==> config.mk <==
export PLATFORM = sky130hd
export DESIGN_NAME = hazard_ctrl
export DESIGN_NICKNAME = d
export VERILOG_FILES = /design/src/rtl/hazard_ctrl.sv
export SDC_FILE = /design/constraint.sdc
export NUM_CORES = 1
export LEC_CHECK = 0
export CORE_UTILIZATION = 48
export DETAILED_ROUTE_END_ITERATION = 10
export MAX_ROUTING_LAYER = met4
export PLACE_DENSITY = 0.8
export SLEW_MARGIN = 20
export SYNTH_ARGS = -nofsm -noshare
export SYNTH_HDL_FRONTEND = slang
export SYNTH_SLANG_ARGS = --single-unit
==> constraint.sdc <==
create_clock -name clk -period 2.7 [get_ports clk]
set_input_delay 0.54 -clock clk [delete_from_list [all_inputs] [get_ports clk]]
set_output_delay 0.54 -clock clk [all_outputs]
set_load 0.05 [all_outputs]
==> src/rtl/hazard_ctrl.sv <==
// hazard_ctrl: pipeline hazard controller driving PC / IF_ID / ID_EX / EX_MEM hold and flush controls
// Ports: reset async active-high; ifIdRs1/ifIdRs2/ifIdUsesRs1/ifIdUsesRs2 describe the IF_ID reader,
// idExMemRead/idExRd describe the ID_EX load; branchTaken from EX; memReq/memReady from MEM;
// clrCnt clears counters; pcWrite/ifIdStall/ifIdFlush/idExStall/idExFlush/exMemStall are pipeline
// controls; stallCycles/flushEvents are saturating performance counters.
module hazard_ctrl #(
  parameter int FLUSH_EXTRA = 0,
  parameter int CNT_W       = 16
) (
  input  logic             clk,
  input  logic             reset,
  input  logic [4:0]       ifIdRs1,
  input  logic [4:0]       ifIdRs2,
  input  logic             ifIdUsesRs1,
  input  logic             ifIdUsesRs2,
  input  logic             idExMemRead,
  input  logic [4:0]       idExRd,
  input  logic             branchTaken,
  input  logic             memReq,
  input  logic             memReady,
  input  logic             clrCnt,
  output logic             pcWrite,
  output logic             ifIdStall,
  output logic             ifIdFlush,
  output logic             idExStall,
  output logic             idExFlush,
  output logic             exMemStall,
  output logic [CNT_W-1:0] stallCycles,
  output logic [CNT_W-1:0] flushEvents
);
  typedef enum logic [1:0] {RUN, MEM_WAIT, FLUSH} state_t;
  localparam logic [2:0] FE = 3'(FLUSH_EXTRA);
  state_t state_q, state_d;
  logic [2:0] cnt_q, cnt_d;
  logic [CNT_W-1:0] stall_cnt_q, stall_cnt_d, flush_cnt_q, flush_cnt_d;
  logic mem_hold, load_use, freeze, br_act, lu_act, in_flush;
  assign mem_hold = memReq & ~memReady;
  assign load_use = idExMemRead & (idExRd != 5'd0) &
                    ((ifIdUsesRs1 & (ifIdRs1 == idExRd)) | (ifIdUsesRs2 & (ifIdRs2 == idExRd)));
  always_ff @(posedge clk or posedge reset) begin
    if (reset) begin
      state_q     <= RUN;
      cnt_q       <= '0;
      stall_cnt_q <= '0;
      flush_cnt_q <= '0;
    end else begin
      state_q     <= state_d;
      cnt_q       <= cnt_d;
      stall_cnt_q <= stall_cnt_d;
      flush_cnt_q <= flush_cnt_d;
    end
  end
  // RUN and MEM_WAIT share the same decision rules; MEM_WAIT only marks an ongoing freeze.
  always_comb begin
    state_d = state_q == FLUSH ? ((mem_hold || cnt_q != 3'd1) ? FLUSH : RUN)
            : mem_hold ? MEM_WAIT
            : (branchTaken && FE != 3'd0) ? FLUSH : RUN;
    cnt_d   = state_q == FLUSH ? (mem_hold ? cnt_q : cnt_q - 3'd1)
            : (!mem_hold && branchTaken) ? FE : cnt_q;
  end
  always_comb begin
    in_flush   = ~reset & (state_q == FLUSH);
    freeze     = ~reset & mem_hold;
    br_act     = ~reset & ~in_flush & ~mem_hold & branchTaken;
    lu_act     = ~reset & ~in_flush & ~mem_hold & ~branchTaken & load_use;
    pcWrite    = ~(freeze | lu_act);
    ifIdStall  = freeze | lu_act;
    ifIdFlush  = in_flush | br_act;
    idExStall  = freeze;
    idExFlush  = br_act | lu_act;
    exMemStall = freeze;
  end
  always_comb begin
    stall_cnt_d = clrCnt ? '0 : (!pcWrite && !(&stall_cnt_q)) ? stall_cnt_q + 1'b1 : stall_cnt_q;
    flush_cnt_d = clrCnt ? '0 : (br_act && !(&flush_cnt_q)) ? flush_cnt_q + 1'b1 : flush_cnt_q;
  end
  assign stallCycles = stall_cnt_q;
  assign flushEvents = flush_cnt_q;
endmodule

# Word level (Yosys, flattened, before mapping)
# Cells that the tools add are included.
[totals]
wordCells = 58
out_inout_bits = 38
reg_bits = 37
in_bits = 24
[op_classes]
reduce_logical = 14
n_addsub = 3
n_bitwise = 22
mux = 10
n_eq_ne = 5
[op_table]
columns = ["cell", "count"]
rows = [
  ["two-way mux 16 bit", 4],
  ["adder 16 x 1 -> 16 bit, second input constant", 2],
  ["AND reduction 16 bit", 2],
  ["AND 1 bit", 12],
  ["equality test 5 bit", 2],
  ["two-way mux 3 bit", 3],
  ["inverter 1 bit", 6],
  ["nonzero test 2 bit", 3],
  ["nonzero test 5 bit", 1],
  ["two-way mux 2 bit", 2],
  ["bitwise OR 1 bit", 4],
  ["logical AND 1 bit", 3],
  ["zero test 1 bit", 3],
  ["!= test 3 x 1 -> 1 bit, second input constant", 1],
  ["subtractor 3 x 1 -> 3 bit, second input constant", 1],
  ["equality test 2 bit, second input constant", 1],
  ["!= test 2 bit, second input constant", 1],
  ["AND reduction 2 bit", 1],
  ["logical OR 1 bit", 1],
  ["two-way mux 1 bit", 1],
]

# Longest topological paths before layout
[logic_depth]
ltp_word = 11
mapped_depth = 9
ltp_nobuf = 7

# Least setup slack after synthesis
# No wires, ideal clock.
[synth_timing]
path_type = "input to output"
startpoint = "input reset"
endpoint = "output pcWrite"
t_required_ns = 2.160
path_stages = 6
path_buffers = 0
path_slack_ns = -0.497
arrival_ns = 2.657
cell_sequence = "inv_1 > nand4_1 > nor2_1 > nand2_1 > nand2_1 > inv_1"
[synth_between]
elab_chain_len = 9
word_cells_on_any_way = 10
cone_classes = "bitwise: 10"
[synth_lines]
columns = ["element", "line", "rtl"]
rows = [
  ["from (decl)", "11", "input logic reset,"],
  ["inverter 1 bit (*)", "62, 63, 65", ""],
  ["AND 1 bit", "62", "in_flush = ~reset & (state_q == FLUSH);"],
  ["inverter 1 bit", "65", "lu_act = ~reset & ~in_flush & ~mem_hold & ~branchTaken & load_use;"],
  ["AND 1 bit (4 in series)", "65", ""],
  ["bitwise OR 1 bit (*)", "--", ""],
  ["via ifIdStall", "23", "output logic ifIdStall,"],
  ["inverter 1 bit (*)", "66", "pcWrite = ~(freeze | lu_act);"],
  ["to (decl)", "22", "output logic pcWrite,"],
]
# Mark *: on every way through the listed nets, which the timed path passes. The rest lies on a longest branch.

# Worst setup path in the final report
[layout_timing]
startpoint = "input idExRd[0]"
endpoint = "output pcWrite"
[layout_between]
elab_chain_len = 7
word_cells_on_any_way = 11
cone_classes = "eq/ne: 2; bitwise: 8; reduce/logical: 1"
[layout_lines]
columns = ["element", "line", "rtl"]
rows = [
  ["from (decl)", "17", "input logic [4:0] idExRd,"],
  ["equality test 5 bit", "39", "((ifIdUsesRs1 & (ifIdRs1 == idExRd)) | (ifIdUsesRs2 & (ifIdRs2 == idExRd)));"],
  ["AND 1 bit", "39", ""],
  ["bitwise OR 1 bit", "39", ""],
  ["AND 1 bit (*)", "38", "assign load_use = idExMemRead & (idExRd != 5'd0) &"],
  ["AND 1 bit (*)", "65", ""],
  ["bitwise OR 1 bit (*)", "66", ""],
  ["inverter 1 bit (*)", "66", ""],
]
# Mark *: on every way between the ends. The rest lies on a longest branch, timed or not.

==> metrics.log <==
[metrics] status: completed
[metrics] nature of the critical path endpoint: output port
[metrics] Hold EP: cnt_q[1]
[metrics] number of setup violations in the final report: 0
[metrics] total die area: about 4900 um^2
[metrics] Routability Congestion: 0.798
[metrics] via count of the first global-routing pass: roughly 1900
[metrics] final hold violations: 0
[metrics] cell type group with the largest total delay on the critical path: buffers and inverters
[metrics] achievable frequency: 390 MHz
[metrics] CTS H-tree depth: 2
[metrics] half-perimeter wire length of the detailed placement result: around 3.6 mm
[metrics] number of buffers on the longest clock path: 2
[metrics] RSZ-0062 raised after global routing: false
[metrics] fill count: 353
[metrics] first drt pass iteration count: 4
[metrics] hold path startpoint: cnt_q[1]
[metrics] drt via density: 5.58
[metrics] Yosys top cell area share: 0.420
[metrics] source of the critical timing path: idExRd[0]
[metrics] final period utilization: 0.949
[metrics] power per unit of standard cell area: roughly 370 nW/um^2
[metrics] fraction of power spent switching nets: 0.249
[metrics] launch point of the worst reg-to-reg path: stallCycles[0]
[metrics] Max VDD drop: around 0.35 mV
[metrics] peak fanout along the critical path: 3
[metrics] number of instances on the worst hold path: 2
[metrics] number of remaining DRC errors: 0
[metrics] nets in the synthesized netlist: 260
[metrics] count of nets after finishing: ~330
[metrics] worst-path cell with the longest stage delay: clkdlybuf4s50_1
[metrics] yosys warns: 0
[metrics] pin count of the biggest net entering global routing: 26
[metrics] number of cells produced by synthesis: approximately 230
[metrics] Area growth, synth to finish: 37.8%
[metrics] data required time at the worst endpoint: about 2.2 ns
[metrics] height of the die: ~70 um
[metrics] I/O pins: 62
[metrics] classification of the worst setup path: in -> out
[metrics] classification of the worst-slack hold path: reg -> reg
[metrics] total design power: about 1.1 mW
[metrics] wire length of the first global-routing pass: between 8 and 9 mm
[metrics] clock network latency to the later pin of the worst-skew pair: between 0.2 and 0.3 ns
[metrics] fraction of synthesis flops using an asynchronous set or reset pin: 1.00
[metrics] register area share after synthesis: 0.420
[metrics] Worst EP arrival: about 2.0 ns
[metrics] static leakage power: 1.24 nW
[metrics] Final Max Slew Viols: 0
[metrics] number of distinct library cell variants in the gate-level netlist after synthesis: between 40 and 50
[metrics] Starting DRT DRC Count: 86
[metrics] Slew @ Worst Pin: between 0.5 and 0.6 ns
[metrics] Clock Root Buffer: clkbuf_8
[metrics] clock share of power: 0.350
[metrics] most frequently used flop master after synthesis: dfrtp_1
[metrics] most common cell after layout, fill and taps aside: clkdlybuf4s50_1
[metrics] number of port buffers: 61
[metrics] cts hold-fix bufs: 0
[metrics] synthesized area divided by synthesized cell count: ~9.5 um^2
[metrics] CP cell instances: clkdlybuf4s50_1 > xnor2_1 > nand4_1 > o22ai_2 > nand2_1 > nand2_2 > clkinvlp_4 > buf_12
[metrics] TritonCTS clock tree: yes
[metrics] worst-case headroom to the max-slew limit: 0.659
[metrics] final-layout worst hold slack: 0.493 ns
[metrics] clock slew at the register clock pins of the worst setup and hold paths: 0.07 ns
[metrics] relative contribution of sequential cells to total power: 0.507
[metrics] total track usage: 0.222
[metrics] Post-CTS Repair Setup Buffers: 0
[metrics] Worst R2R Setup Slack: approximately 0.50 ns
[metrics] switching power summed over all nets: 0.277 mW
[metrics] CP peak stage delay: ~0.54 ns
[metrics] proportion of power drawn by combinational gates: 0.143
[metrics] area leader, netlist: dfrtp_1
[metrics] vias post-DR: 1997
[metrics] Clock Skews: 0.00534 ns
[metrics] die width: approximately 70 um
[metrics] area of the multi-input gates: between 1000 and 1500 um^2
[metrics] number of sinks on the clock net: 37
[metrics] commonest cells after routing, fill and taps aside: 51 x clkdlybuf4s50_1, 37 x dfrtp_1, 26 x nor2_1
[metrics] total core area: between 4000 and 5000 um^2
[metrics] reported max-cap violation count: 0
[metrics] wirelength, routed: 4.93 mm
[metrics] antenna violation net count after detailed routing: 0
[metrics] reg2reg end: stallCycles[1]
[metrics] number of buffers inserted during clock tree synthesis: 5
[metrics] detail-routed net length per standard cell: about 14 um
[metrics] Internal Dissipation: about 0.83 mW
[metrics] leading cell types by total area after synthesis: dfrtp_1 42%, xnor2_1 5.2%, xor2_1 5.2%
[metrics] startpoint kind of the worst setup timing path: primary input
[metrics] Cell Rows: 24
[metrics] initial antenna violation count: 0
[metrics] synthesized flop and latch total: 37
[metrics] count of inserted antenna diode cells: 0
[metrics] fraction of layout instances using a drive strength above 1: 0.141
[metrics] time the worst path needs with I/O delays and setup: 2.56 ns
[metrics] count of buffering cells on the critical path with inverters included: 3
[metrics] effective utilization at floorplan: 0.503
[metrics] grt total ovfl: 0
[metrics] post-synth design cell area: about 2200 um^2
[metrics] number of flops mapped to enable cells by yosys: 0
[metrics] depth of the worst register-to-register path: 8
[metrics] combined flip-flop and latch cell area: 926 um^2
power by group through the flow:
stage / clock (mW) / combinational (mW) / sequential [mW]
global placement: 0 / 0.159 / 0.573
detailed placement: 0 / 0.162 / 0.573
CTS: 0.395 / 0.161 / 0.563
global route: 0.422 / 0.172 / 0.563
floorplan: 0 / 0.0770 / 0.582
finish: 0.389 / 0.159 / 0.563
per-stage QoR:
step / utilization / instance area (um^2) / worst slack [ns] / std cells / TNS, ns
finish: 0.693 / 3040 / 0.139 / 358 / 0
global route: 0.693 / 3040 / 0.0376 / 358 / 0
CTS: 0.692 / 3030 / 0.0342 / 358 / 0
detailed placement: 0.673 / 2950 / -0.0472 / 351 / -0.0774
global placement: 0.673 / 2950 / 0.0140 / 351 / 0
floorplan: - / 2210 / 0.0858 / 232 / 0
state kept, by name, summed over array words and instances (netlist names):
name         flops
cnt_q            3
state_q          2
flushEvents     16
stallCycles     16
how the worst max path moves through the flow:
stage              end  slack [ns]  depth (start not counted)
2_1_floorplan  pcWrite        0.09                          6
3_3_place_gp   pcWrite        0.01                          8
3_5_place_dp   pcWrite       -0.05                          8
4_1_cts        pcWrite        0.03                          8
5_1_grt        pcWrite        0.04                          8
6_report       pcWrite        0.14                          8
cell usage after synthesis (all sizes together) (4+ instances only):
master	count
dfrtp	37
nor2	27
nand2	20
nand4	13
xnor2	13
xor2	13
a21oi	12
nand3	11
o21ai	10
inv	8
nor2b	6
or4	6
clkbuf	5
or3	5
and3	4
ha	4
mux2i	4
nand2b	4
nor4	4
o31ai	4
layer usage:
layer / up-vias / wire length, um / track usage
li1: 966 / - / -
met1: 968 / 2260 / 0.280
met2: 55 / 2390 / 0.367
met3: 8 / 237 / 0.0465
met4: 0 / 40 / 0.0556
met5: - / 0 / -
worst min-delay path, stage by stage (launching register included):
cell     delay [ns]
dfrtp_1        0.34
nand2_1        0.05
o21ai_0        0.07
cells by family after synthesis:
kind of cell             Yosys count  synth area share
AND/OR/NAND/NOR                  111             0.281
flip-flops                        37             0.420
AO/OA/AOI/OAI                     32             0.106
XOR/XNOR                          26             0.103
buffers and inverters             16            0.0375
multiplexers                       6            0.0301
adder cells (fa/ha/maj)            4            0.0227
cell type report:
type	instances	area share
Clock buffer	7	0.0284
Inverter	8	0.0124
Multi-Input combinational cell	179	0.394
Sequential cell	37	0.305
Tap cell	52	0.0214
Timing Repair Buffer	75	0.239
timing repair:
item / CTS / global route
setup endpoints to repair: 2 / 2
gates cloned: 0 / 0
gates resized for setup: 3 / 1
pin swaps: 0 / 1
(Power assumes the default switching activity.)
